`config.mk`:
```
export PLATFORM = sky130hd
export DESIGN_NAME = ram_rr_arbiter
export DESIGN_NICKNAME = d
export VERILOG_FILES = /design/src/rtl/ram_rr_arbiter.sv
export SDC_FILE = /design/constraint.sdc
export NUM_CORES = 1
export LEC_CHECK = 0
export CAP_MARGIN = 20
export CORE_ASPECT_RATIO = 1.25
export CORE_MARGIN = 5
export CORE_UTILIZATION = 35
export CTS_CLUSTER_DIAMETER = 30
export DETAILED_ROUTE_END_ITERATION = 16
export PLACE_DENSITY = 0.79
export SLEW_MARGIN = 20
export SYNTH_ARGS = -nofsm -noshare
export SYNTH_HDL_FRONTEND = slang
export SYNTH_SLANG_ARGS = --single-unit
```
`constraint.sdc`:
```
create_clock -name clk -period 4.6 [get_ports clk]
set_clock_uncertainty 0.05 [all_clocks]
set_input_delay 0.46 -clock clk [delete_from_list [all_inputs] [get_ports clk]]
set_output_delay 0.46 -clock clk [all_outputs]
set_load 0.02 [all_outputs]
```
`src/rtl/ram_rr_arbiter.sv`:
```
// Round-robin arbiter that shares one single-port RAM among NUM_REQ requesters.
// Define ARB_FIXED_PRIO_EN to replace round-robin with fixed lowest-index-wins priority.
module ram_rr_arbiter #(
    parameter int unsigned NUM_REQ = 4,
    parameter int unsigned ADDR_W  = 4,
    parameter int unsigned DATA_W  = 8
) (
    input  logic                      clk,
    input  logic                      reset_n,
    input  logic [NUM_REQ-1:0]        req,
    input  logic [NUM_REQ-1:0]        we,
    input  logic [NUM_REQ*ADDR_W-1:0] addr,
    input  logic [NUM_REQ*DATA_W-1:0] wdata,
    output logic [NUM_REQ-1:0]        gnt,
    output logic [NUM_REQ-1:0]        rvalid,
    output logic [DATA_W-1:0]         rdata,
    output logic                      ram_we,
    output logic [ADDR_W-1:0]         ram_addr,
    output logic [DATA_W-1:0]         ram_din,
    input  logic [DATA_W-1:0]         ram_dout
);

    localparam int unsigned IDX_W  = (NUM_REQ > 1) ? $clog2(NUM_REQ) : 1;
    localparam int unsigned CAND_W = IDX_W + 1;

    logic [NUM_REQ-1:0] r_gnt;
    logic [NUM_REQ-1:0] r_rvalid;
    logic               r_ram_we;
    logic [ADDR_W-1:0]  r_ram_addr;
    logic [DATA_W-1:0]  r_ram_din;
    logic [IDX_W-1:0]   r_pend_idx;
    logic               r_pend_rd;

    logic [ADDR_W-1:0]  w_addr_arr  [NUM_REQ];
    logic [DATA_W-1:0]  w_wdata_arr [NUM_REQ];
    logic [NUM_REQ-1:0] w_elig;
    logic               w_found;
    logic [IDX_W-1:0]   w_win;
    logic [NUM_REQ-1:0] w_rv_next;

    genvar gi;
    for (gi = 0; gi < NUM_REQ; gi++) begin : g_unpack
        assign w_addr_arr[gi]  = addr[gi*ADDR_W +: ADDR_W];
        assign w_wdata_arr[gi] = wdata[gi*DATA_W +: DATA_W];
    end

    // A requester holding a grant this cycle must not be granted again at this edge.
    assign w_elig = req & ~r_gnt;

`ifdef ARB_FIXED_PRIO_EN
    always_comb begin
        w_found = 1'b0;
        w_win   = '0;
        for (int unsigned k = 0; k < NUM_REQ; k++) begin
            if (!w_found && w_elig[IDX_W'(k)]) begin
                w_found = 1'b1;
                w_win   = IDX_W'(k);
            end
        end
    end
`else
    logic [IDX_W-1:0]  r_last;
    logic [CAND_W-1:0] w_cand;

    // Search starts one past the previous winner and wraps modulo NUM_REQ.
    always_comb begin
        w_found = 1'b0;
        w_win   = '0;
        w_cand  = '0;
        for (int unsigned k = 1; k <= NUM_REQ; k++) begin
            w_cand = {1'b0, r_last} + CAND_W'(k);
            if (w_cand >= CAND_W'(NUM_REQ)) begin
                w_cand = w_cand - CAND_W'(NUM_REQ);
            end
            if (!w_found && w_elig[w_cand[IDX_W-1:0]]) begin
                w_found = 1'b1;
                w_win   = w_cand[IDX_W-1:0];
            end
        end
    end

    always_ff @(posedge clk or negedge reset_n) begin
        if (!reset_n) begin
            r_last <= IDX_W'(NUM_REQ - 1);
        end else if (w_found) begin
            r_last <= w_win;
        end
    end
`endif

    always_comb begin
        w_rv_next = '0;
        if (r_pend_rd) begin
            w_rv_next[r_pend_idx] = 1'b1;
        end
    end

    // Grant, RAM control and read-tracking pipeline.
    always_ff @(posedge clk or negedge reset_n) begin
        if (!reset_n) begin
            r_gnt      <= '0;
            r_rvalid   <= '0;
            r_ram_we   <= 1'b0;
            r_ram_addr <= '0;
            r_ram_din  <= '0;
            r_pend_idx <= '0;
            r_pend_rd  <= 1'b0;
        end else begin
            r_gnt     <= '0;
            r_ram_we  <= 1'b0;
            r_pend_rd <= 1'b0;
            r_rvalid  <= w_rv_next;
            if (w_found) begin
                r_gnt[w_win] <= 1'b1;
                r_ram_we     <= we[w_win];
                r_ram_addr   <= w_addr_arr[w_win];
                r_ram_din    <= w_wdata_arr[w_win];
                r_pend_idx   <= w_win;
                r_pend_rd    <= ~we[w_win];
            end
        end
    end

    assign gnt      = r_gnt;
    assign rvalid   = r_rvalid;
    assign ram_we   = r_ram_we;
    assign ram_addr = r_ram_addr;
    assign ram_din  = r_ram_din;
    assign rdata    = ram_dout;

endmodule

```
==> flow_summary.ini <==
[timing]
setup-violations-final = 0
rsz0062_at_grt = false
fmax_mhz = 399.1
finalWorstSetupSlack_ns = 2.094
slew_headroom_pct = 53.25
hold_viol = 0
fin_crit_ns = 2.506
tns_ns = 0
tightestPinTransition_ns = 0.6989
slew_viol_final = 0
finalCritPeriodShare_pct = 54.47

[critical_path]
start_kind = primary input
crit_start = req[1]
r2r-start = gnt[1]
timing.rr.end = ram_din[6]
reg2reg_setup_slack_ns = 2.37
critPathArrivalTime_ns = 2.59
endpoint_kind = register
worstPathMaxFanout = 26
path_class = primary input to register
reg2reg_depth = 7
crit_required_ns = 4.68

[power_and_ir_drop]
p_leak_nw = 0.9949
worst_ir_drop_vdd_mv = 0.2855
power.density_mw_per_mm2 = 617.5

[status]
outcome = finished, final reports clean

[clock_tree]
cts_sinks = 26
root_buffer = clkbuf_8
cts_tree = built
path_clk_slew_ns = 0.09
cts-htree-levels = 1
cts_resized = 0
clock_latency_ns = 0.26
cts_buffers = 3
cts_setup_buffers = 0
holdBufCountCts = 0
clk_path_buf_depth = 2

[placement]
post-place-ws_ns = 1.792
io_buffers = 78
routabilityCongestion = 0.8122
dpl.hpwl_um = 2876
placed_area_sq_mm = 0.002296

[route]
dr.pass1.iters = 4
drt-met1-wl_um = 1419
drt_iter0_drc = 39
wl_met3_um = 403
avgRoutedWirePerCell_um = 13.77
wl_met2_um = 1828
drc = 0
vias = 1278
via_per_inst = 4.805
wirelength_um = 3663
ant_nets = 0
top_layer_used = met4

[min_path]
worstHoldPathCells = 1
hold_end = rvalid[1]
hp-class = register to register
min_from = r_pend_idx[1]

[global_route]
antenna_found_initial = 0
grt_pass1_vias = 1309
grt_pass1_wl_um = 5954
grt-ovfl-total = 0
grt_max_degree = 27
grt_usage_pct = 12.12

[cells_and_area]
design_area_sq_mm = 0.002374
area_growth_pct = 52.25
insertedDiodeCount = 0
drive_above_1_share_pct = 15.38
num-nets-final = 275
final_util_pct = 54.46

[die]
fp.dieH_um = 84.62
core_area_sq_mm = 0.004358
ios = 95
rows = 27
die-area_sq_mm = 0.005898
fp.dieW_um = 69.70
initial_core_util_pct = 35.77

[logic_synthesis]
synth_nets = 206
synth_cell_types = 38
synth_area_sq_mm = 0.001559
synth-seq-cells = 26
yosysWarnings = 0
syn_avg_cell_area_sq_um = 11.14
yosysSeqAreaShare_pct = 41.89
synthCells = 140

[flow_run]
maxCapViolCount = 0
-- critical path: stages --
cell and delay, ns:
clkdlybuf4s50_1 0.46, or2b_4 0.28, o31ai_1 0.26, a2111o_1 0.14, buf_4 0.35, mux2_2 0.39, a22oi_1 0.13, o21ai_0 0.10
-- routing by layer --
metal,global-route usage [%],vias to the layer above
met5,0,-
met2,21.61,56
li1,-,632
met1,13.55,588
met4,2.613,0
met3,4.910,2
-- where the power goes --
part | switching (mW) | total [mW] | internal [mW]
clock | 0.0682 | 0.185 | 0.116
combinational | 0.422 | 0.853 | 0.432
sequential | 0.0814 | 0.428 | 0.346
total | 0.572 | 1.47 | 0.894
-- synthesized netlist by cell type (all sizes together) --
cell     instances  area, sq um
a211oi           2        25.02
and2             1        6.260
dfstp            2        52.55
o32ai            1        8.760
o21a             1        7.510
and3b            1        8.760
nand2            8        30.03
nor3             4        25.02
dfrtp           24        600.6
nor3b            1        7.510
inv              1        3.750
buf             16        140.1
and3             1        6.260
o22ai            1        6.260
clkbuf           1        3.750
nand4bb          1        11.26
a2111o           1        11.26
o21ai           13        65.06
and2b            1        7.510
nand2b           2        12.51
mux2i           14        140.1
o31ai            1        7.510
a22oi           13        122.6
or3              1        6.260
nor2b            3        26.27
a22o             1        8.760
mux2            12        153.9
nand3            1        5.000
or2b             1        11.26
nor2            10        37.54
-- state kept, by name, summed over array words and instances (netlist names) --
signal      cells
ram_din         8
gnt             4
ram_addr        4
rvalid          4
r_last          2
r_pend_idx      2
r_pend_rd       1
ram_we          1
-- metrics by stage --
stage,std cells,total power [mW],hold WS (ns)
floorplan,140,1.044,0.1144
global placement,262,1.280,0.4173
detailed placement,262,1.296,0.4273
CTS,266,1.483,0.4399
global route,266,1.570,0.4736
finish,266,1.466,0.4391
-- layout make-up --
| class | instances | area [sq um] |
|---|---|---|
| well taps | 58 | 72.57 |
| clock buffers | 3 | 41.29 |
| fillers | 384 | 1984 |
| repair buffers | 81 | 803.3 |
| multi-input cells | 96 | 769.5 |
| flip-flops and latches | 26 | 653.1 |
| clock inverters | 1 | 30.03 |
| inverters | 1 | 3.754 |
-- placed cells by master (no fill, tap or decap), drive strengths merged, types with 2 or more instances in the layout --
| cell | count |
|---|---|
| mux2i | 14 |
| nor2b | 3 |
| buf | 3 |
| o21ai | 13 |
| clkbuf | 3 |
| a22oi | 13 |
| nor2 | 10 |
| dfstp | 2 |
| a211oi | 2 |
| nand2b | 2 |
| clkdlybuf4s50 | 78 |
| mux2 | 12 |
| nand2 | 8 |
| dfrtp | 24 |
| nor3 | 4 |
-- how the worst max path moves through the flow --
| stage | slack [ns] | endpoint | depth (start not counted) |
|---|---|---|---|
| 4_1_cts | 2.07 | ram_din[6] | 8 |
| 3_5_place_dp | 1.79 | ram_din[6] | 8 |
| 5_1_grt | 1.96 | ram_din[6] | 8 |
| 3_3_place_gp | 1.86 | ram_din[7] | 8 |
| 6_report | 2.09 | ram_din[6] | 8 |
| 2_1_floorplan | 2.53 | ram_din[1] | 8 |
-- cells by family after synthesis --
group	share of synthesized area [%]
AO/OA/AOI/OAI	16.85
buffers and inverters	9.470
flip-flops	41.89
multiplexers	18.86
AND/OR/NAND/NOR	12.92
Note: power is estimated with default switching activity, not from simulation.
